===== src/rtl/imm_pkg.sv =====
// Shared types and constants for the pipelined immediate generator.
package imm_pkg;

  localparam int unsigned INSTR_W = 32;

  typedef enum logic [2:0] {
    IMM_I = 3'd0,
    IMM_S = 3'd1,
    IMM_B = 3'd2,
    IMM_U = 3'd3,
    IMM_J = 3'd4
  } imm_src_e;

  function automatic logic src_is_legal(input logic [2:0] src);
    return src <= 3'(IMM_J);
  endfunction

endpackage


===== src/rtl/imm_skid_buf.sv =====
// Two-entry valid/ready register slice (output register plus optional skid entry).
module imm_skid_buf #(
  parameter int unsigned WIDTH   = 33,
  parameter bit          SKID_EN = 1'b1
) (
  input  logic             clk,
  input  logic             rst_n,
  input  logic             in_valid,
  output logic             in_ready,
  input  logic [WIDTH-1:0] in_data,
  output logic             out_valid,
  input  logic             out_ready,
  output logic [WIDTH-1:0] out_data
);

  if (SKID_EN) begin : g_skid
    logic             skid_valid;
    logic [WIDTH-1:0] skid_data;

    // Registered ready: the skid entry absorbs the item accepted while output stalls.
    assign in_ready = !skid_valid;

    always_ff @(posedge clk or negedge rst_n) begin
      if (!rst_n) begin
        out_valid  <= 1'b0;
        out_data   <= '0;
        skid_valid <= 1'b0;
        skid_data  <= '0;
      end else if (!out_valid || out_ready) begin
        if (skid_valid) begin
          out_valid  <= 1'b1;
          out_data   <= skid_data;
          skid_valid <= 1'b0;
        end else begin
          out_valid <= in_valid;
          if (in_valid) out_data <= in_data;
        end
      end else if (in_valid && !skid_valid) begin
        skid_valid <= 1'b1;
        skid_data  <= in_data;
      end
    end
  end else begin : g_pass
    assign in_ready = !out_valid || out_ready;

    always_ff @(posedge clk or negedge rst_n) begin
      if (!rst_n) begin
        out_valid <= 1'b0;
        out_data  <= '0;
      end else if (in_ready) begin
        out_valid <= in_valid;
        if (in_valid) out_data <= in_data;
      end
    end
  end

endmodule


===== src/rtl/imm_gen_pipe.sv =====
// Immediate decode for RV32I I/S/B/U/J formats, sign-extended to XLEN, behind a skid slice.
// Define IMM_GEN_ERR_EN to add illegal_o and the saturating illegal_cnt_o counter.
module imm_gen_pipe
  import imm_pkg::*;
#(
  parameter int unsigned XLEN    = 32,
  parameter bit          SKID_EN = 1'b1
) (
  input  logic               clk,
  input  logic               rst_n,
  input  logic               in_valid,
  output logic               in_ready,
  input  logic [INSTR_W-1:0] instr,
  input  logic [2:0]         imm_src,
  output logic               out_valid,
  input  logic               out_ready,
`ifdef IMM_GEN_ERR_EN
  output logic               illegal_o,
  output logic [7:0]         illegal_cnt_o,
`endif
  output logic [XLEN-1:0]    ImmOp
);

  logic [INSTR_W-1:0] raw;
  logic [XLEN-1:0]    imm;
  logic               unused_opcode;

  assign unused_opcode = ^instr[6:0];

  always_comb begin
    raw = '0;
    case (imm_src_e'(imm_src))
      IMM_I:   raw = {{20{instr[31]}}, instr[31:20]};
      IMM_S:   raw = {{20{instr[31]}}, instr[31:25], instr[11:7]};
      IMM_B:   raw = {{19{instr[31]}}, instr[31], instr[7], instr[30:25], instr[11:8], 1'b0};
      IMM_U:   raw = {instr[31:12], 12'b0};
      IMM_J:   raw = {{11{instr[31]}}, instr[31], instr[19:12], instr[20], instr[30:21], 1'b0};
      default: raw = '0;
    endcase
  end

  // Bit 31 of every format is instr[31], so widening is a plain signed extension.
  assign imm = XLEN'(signed'(raw));

`ifdef IMM_GEN_ERR_EN
  typedef struct packed {
    logic [XLEN-1:0] imm;
    logic            illegal;
  } payload_t;

  payload_t in_pl;
  payload_t out_pl;
  logic     drain;

  assign in_pl = '{imm: imm, illegal: !src_is_legal(imm_src)};

  imm_skid_buf #(
    .WIDTH   ($bits(payload_t)),
    .SKID_EN (SKID_EN)
  ) u_skid (
    .clk       (clk),
    .rst_n     (rst_n),
    .in_valid  (in_valid),
    .in_ready  (in_ready),
    .in_data   (in_pl),
    .out_valid (out_valid),
    .out_ready (out_ready),
    .out_data  (out_pl)
  );

  assign ImmOp     = out_pl.imm;
  assign illegal_o = out_valid && out_pl.illegal;
  assign drain     = out_valid && out_ready;

  always_ff @(posedge clk or negedge rst_n) begin
    if (!rst_n) begin
      illegal_cnt_o <= '0;
    end else if (drain && out_pl.illegal && (illegal_cnt_o != 8'hFF)) begin
      illegal_cnt_o <= illegal_cnt_o + 8'd1;
    end
  end
`else
  imm_skid_buf #(
    .WIDTH   (XLEN),
    .SKID_EN (SKID_EN)
  ) u_skid (
    .clk       (clk),
    .rst_n     (rst_n),
    .in_valid  (in_valid),
    .in_ready  (in_ready),
    .in_data   (imm),
    .out_valid (out_valid),
    .out_ready (out_ready),
    .out_data  (ImmOp)
  );
`endif

endmodule


===== config.mk =====
export PLATFORM = sky130hd
export DESIGN_NAME = imm_gen_pipe
export DESIGN_NICKNAME = d
export VERILOG_FILES = /design/src/rtl/imm_pkg.sv /design/src/rtl/imm_skid_buf.sv /design/src/rtl/imm_gen_pipe.sv
export SDC_FILE = /design/constraint.sdc
export NUM_CORES = 1
export LEC_CHECK = 0
export ABC_AREA = 1
export ABC_CLOCK_PERIOD_IN_PS = 1400
export CAP_MARGIN = 5
export CORE_MARGIN = 2
export CORE_UTILIZATION = 53
export CTS_BUF_LIST = sky130_fd_sc_hd__clkbuf_2 sky130_fd_sc_hd__clkbuf_4 sky130_fd_sc_hd__clkbuf_8
export DETAILED_ROUTE_END_ITERATION = 12
export PLACE_DENSITY = 0.82
export SLEW_MARGIN = 40
export SYNTH_ARGS = -nofsm -noshare
export SYNTH_HDL_FRONTEND = slang
export SYNTH_HIERARCHICAL = 1
export SYNTH_SLANG_ARGS = --single-unit

===== constraint.sdc =====
create_clock -name clk -period 1.4 [get_ports clk]
set_input_delay 0.14 -clock clk [delete_from_list [all_inputs] [get_ports clk]]
set_output_delay 0.14 -clock clk [all_outputs]
set_load 0.03 [all_outputs]

* Word level (Yosys, flattened, before mapping)
Index checks and enable logic that the tools add are counted.
** Word-level totals
- Bits in registers :: 66
** Cells by class
- Eq/ne operators :: 4
- Mux-type cells :: 6
- Bitwise operators :: 1
- Reductions and logical operators :: 9
** Operators with widths (number)
- 32-bit one-hot mux with 5 select lines :: 1
- 32-bit 2-to-1 mux :: 2
- 3-bit by 2-bit equality test with 1-bit output, second input constant :: 2
- 2-bit AND reduction :: 2
- 2-bit nonzero test :: 2
- 3-bit by 1-bit equality test with 1-bit output, second input constant :: 1
- 3-bit equality test, second input constant :: 1
- 3-bit zero test :: 1
- 1-bit 2-to-1 mux :: 3
- 1-bit zero test :: 2
- 1-bit logical AND :: 1
- 1-bit logical OR :: 1
- 1-bit inverter :: 1

* Logic depth before layout (Yosys ltp)
- Depth after elaboration :: 4
- Gate-level depth with buffers :: 9
- Mapped depth without buffers :: 8

* Hierarchy
Netlist, hierarchy kept.
** By module, submodules not included
- imm_skid_buf :: instances 1, cells each 390, area each 3026.7 µm², seq. area each 1651.6 µm²
- imm_gen_pipe :: instances 1, cells each 102, area each 491.7 µm², seq. area each 0.0 µm²

* Worst setup path after synthesis
No wires, ideal clock.
- Path type :: register -> register
- Start :: register u_skid.out_valid
- End :: register u_skid.g_skid.skid_data[12]
- Library setup time :: 0.117 ns
- Arrival time :: 1.124 ns
- Setup slack :: 0.159 ns
- Stages on the path, launching flop included :: 7
- Path buffers :: 1
- Period minus slack after synthesis :: 1.241 ns
- Cell sequence :: dfrtp_1 -> inv_1 -> nor2_4 -> nand2_4 -> buf_6 -> nand2_1 -> nand2_1
** On the way
- Word-level cells in the longest chain between the ends :: 4
** RTL lines
- start, declared :: RTL line imm_skid_buf.sv:11 : output logic out_valid,
- start signal, assigned :: RTL line imm_skid_buf.sv:35 : out_valid <= in_valid;
- 1-bit zero test :: RTL line imm_skid_buf.sv:29 : end else if (!out_valid || out_ready) begin
- 1-bit logical OR :: RTL line imm_skid_buf.sv:29
- 1-bit inverter (no line)
- 2-bit AND reduction (no line)
- end signal, assigned :: RTL line imm_skid_buf.sv:40 : skid_data <= in_data;
- end, declared :: RTL line imm_skid_buf.sv:18 : logic [WIDTH-1:0] skid_data;
No other way between the ends.
A chain may end at the register's enable or synchronous reset.

* Final worst setup path
- Start :: register u_skid.g_skid.skid_valid
- End :: output port in_ready
** On the way
- Word-level cells in the longest chain between the ends :: 1
** RTL lines
- start, declared :: RTL line imm_skid_buf.sv:17 : logic skid_valid;
- start signal, assigned :: RTL line imm_skid_buf.sv:27 : skid_valid <= 1'b0;
- start signal, assigned :: RTL line imm_skid_buf.sv:33 : skid_valid <= 1'b0;
- start signal, assigned :: RTL line imm_skid_buf.sv:39 : skid_valid <= 1'b1;
- 1-bit zero test :: RTL line imm_skid_buf.sv:21 : assign in_ready = !skid_valid;
- end, declared :: RTL line imm_gen_pipe.sv:12 : output logic in_ready,
No other way between the ends.

==> metrics list <==
- In the layout the commonest cells are sky130_fd_sc_hd__nand2_1, sky130_fd_sc_hd__dfrtp_1, sky130_fd_sc_hd__nand3_1, sky130_fd_sc_hd__dlygate4sd2_1, sky130_fd_sc_hd__clkdlybuf4s50_1.
* Min-Delay Path Class: in2async
* Reported max-cap violation count: 0
* Slew at the pin with the worst max-slew slack: roughly 390 ps
- Startpoint types: register
- Yosys warnings: 6
- Via count of the first global-routing pass: about 3.4k
- For this design the ratio of total power to cell area is around 1300 mW/mm^2.
- Per-cell via count in the routed design: 5.48
- Tcrit/Tclk final: between 90% and 100%
* Clock tree from TritonCTS: yes
- Once placement completed, the tool counted placed cells totaling roughly 630.
- The clock period could shrink to roughly 1300 ps.
- Total Power Consumption: ~0.0059 W
- The first TritonRoute pass finished after 7 iterations.
- Endpoints failing setup: 0
- 0 antenna diodes ended up in the layout.
* Library cell used as clock root buffer: sky130_fd_sc_hd__clkbuf_8
- Leaving out fill and tap cells, the most frequent cell in the layout is sky130_fd_sc_hd__nand2_1.
- HPWL after detailed placement: between 6 and 7 mm
- Number of H-tree levels: 3
- The worst register-to-register path begins at u_skid/out_valid.
- Synthesis instantiated 17 different standard cells from the library.
- Post-Synthesis Cell Area: 0.00352 sq mm
* Share of the synthesized area in the top cell type: a little under half
* Share of cells above drive strength 1: between 10% and 20%
- The clock reaches the later pin of the worst-skew pair after between 300 and 400 ps.
* Final estimated routing congestion in global placement: a little under 0.9
- Clock-pin slew was measured on the worst setup and hold paths at ~70 ps.
* Starting DRC count in detailed routing: approximately 400
* Area growth syn-to-layout: 31.0%
- Crit path max-delay cell type: sky130_fd_sc_hd__dfrtp_2
- At the worst endpoint, the required time is ~1300 ps.
* Die W: approximately 85 um
- For the worst flop-to-flop path, the logic depth is 5.
* Standby leakage power: approximately 2.6 nW
- During placement, the flow inserted port buffers numbering 65.
- DR DRC count: 0
* Series of cell instances along the critical path: inv_2 > buf_12 > buf_12
- Measured against its own limit, the worst slew margin works out to between 70% and 80%.
- Critical path class: reg2out
* Count of boundary I/O pins: 73
- Dividing the detail-routed wire length by the instance count gives around 15 um.
- Final hold violation count: 0
- The number of pins exceeding their max-slew limit in the final report came to 0.
- In the global route stage, overall resource usage came out at around 29%.
* Outcome: finished clean
- Worst Setup End Kind: primary output
* Total Routed Length: 9.75 mm
- Floorplan core area: around 0.0064 sq mm
* Area of the multi-input gates: around 0.0016 sq mm
* Die footprint: 0.00731 sq mm
* Number of vias in the routed layout: around 3.6k
* Buffer levels on the longest clock path: 2
- The number of nets in the synthesized netlist is around 530.
* Initial antenna violation count: 0
* # clock sinks: 66
- The total overflow left after global routing is 0.
* TritonCTS buffer count: 9
- Chip height: about 85 um
- Initial Util: between 50% and 60%
- Most area-hungry cell type in the Yosys netlist: sky130_fd_sc_hd__dfrtp_1
- Biggest fanout along the worst timing path: 17
- Across the VDD grid, the largest voltage drop is 0.837 mV.
- The filler cells instantiated in the layout total 512.
- Entering global routing, the biggest net connects 33 pins.
- Number of cell rows: 29
- Yosys attributes the largest share of cell area to sky130_fd_sc_hd__dfrtp_1, sky130_fd_sc_hd__nand2_1, sky130_fd_sc_hd__nand3_1, sky130_fd_sc_hd__buf_2, sky130_fd_sc_hd__nand4_1.
* Area of all sequential standard cells: 0.00165 sq mm
* Maximum clock skew at final layout: around 8 ps
- Setup slack on the worst flop-to-flop path: approximately 150 ps
- Unrepaired setup endpoints after global routing: no
- Among the stages of the critical path, the cell type that occurs most often is sky130_fd_sc_hd__buf_12.
* Non-filler instance count after layout: 650
- Post-DRT Antenna Nets: 0
- In the synthesized netlist, the number of instances is approximately 490.
- Worst path arrival time: between 1000 and 1500 ps
* Fmax achieved: between 700 and 800 MHz
- CP max stage delay: about 430 ps
* Number of synthesized register bits: 66
- The worst register-to-register path ends at u_skid/g_skid.skid_data[30].
* Wire length of the first global-routing pass: 16.5 mm
- The net count of the finished layout is 607.
- Sequential element share of the synthesized area: a little under half
- A synthesized cell averages between 7 and 8 sq um.
[layer usage]
layer / global-route usage (%) / routed length (um)
met2: 45.8 / 4640
met5: 0 / 0
met4: 12.0 / 234
met3: 5.45 / 726
met1: 38.5 / 4150
[cell usage after synthesis, drive strengths merged]
master	instances
o21ai	1
dfrtp	66
inv	9
a21oi	1
nand4	14
nand3	62
nand2	290
buf	29
clkbuf	1
nor2	19
[worst max-delay path by stage]
stage / depth (start not counted) / to / startpoint
finish: 3 / in_ready / u_skid/g_skid.skid_valid
global route: 8 / u_skid/out_data[6] / imm_src[2]
CTS: 3 / in_ready / u_skid/g_skid.skid_valid
detailed placement: 10 / u_skid/out_data[26] / imm_src[0]
global placement: 8 / u_skid/out_data[6] / imm_src[2]
floorplan: 6 / u_skid/g_skid.skid_data[12] / u_skid/out_valid
[worst max-delay path, delay by kind of cell, from the launching register on]
| family | cells | cell delay [ps] |
|---|---|---|
| buffers and inverters | 3 | 410 |
| DFF | 1 | 430 |
[repair_timing]
action / CTS / global route
gates cloned: 1 / 0
buffers inserted: 0 / 1
resized for setup: 34 / 2
hold buffers: 1 / 0
hold endpoints to repair: 12 / 0
endpoints found under the setup margin: 34 / 15
[registers in the layout, indices dropped and copies added (netlist names)]
name	count
u_skid/out_valid	1
u_skid/out_data	32
u_skid/g_skid.skid_valid	1
u_skid/g_skid.skid_data	32
[cell families (layout without fill, tap and decap cells)]
group           count (synthesis)  count (layout)  synth area share (%)
flops                          66              66                  46.9
buf+inv                        39             120                  6.72
simple gates                  385             385                  46.1
compound gates                  2               2                 0.284
[where the power goes]
group	total (W)	switching, W	internal [W]
logic	0.00164	0.00104	0.000597
registers	0.00241	0.000178	0.00224
clock network	0.00182	0.000751	0.00106
total	0.00587	0.00197	0.00390
[per-stage QoR]
stage	utilization (%)	hold slack, ps	instance area, sq um	worst slack [ps]	TNS, ps
finish	72.2	218	4610	60.5	0
global route	72.2	267	4610	13.9	0
CTS	72.0	229	4600	21.4	0
detailed placement	68.4	67.5	4370	-283	-12370
global placement	68.4	65.3	4370	-223	-9170
floorplan	-	-156	3520	159	0
[layout make-up]
cell class / instances / share of cell area, %
inverters: 9 / 0.733
clock inverters: 5 / 1.68
flip-flops and latches: 66 / 35.9
clock buffers: 11 / 3.15
well taps: 77 / 2.09
repair buffers: 95 / 21.1
multi-input cells: 387 / 35.4
Note: power is estimated with default switching activity, not from simulation.
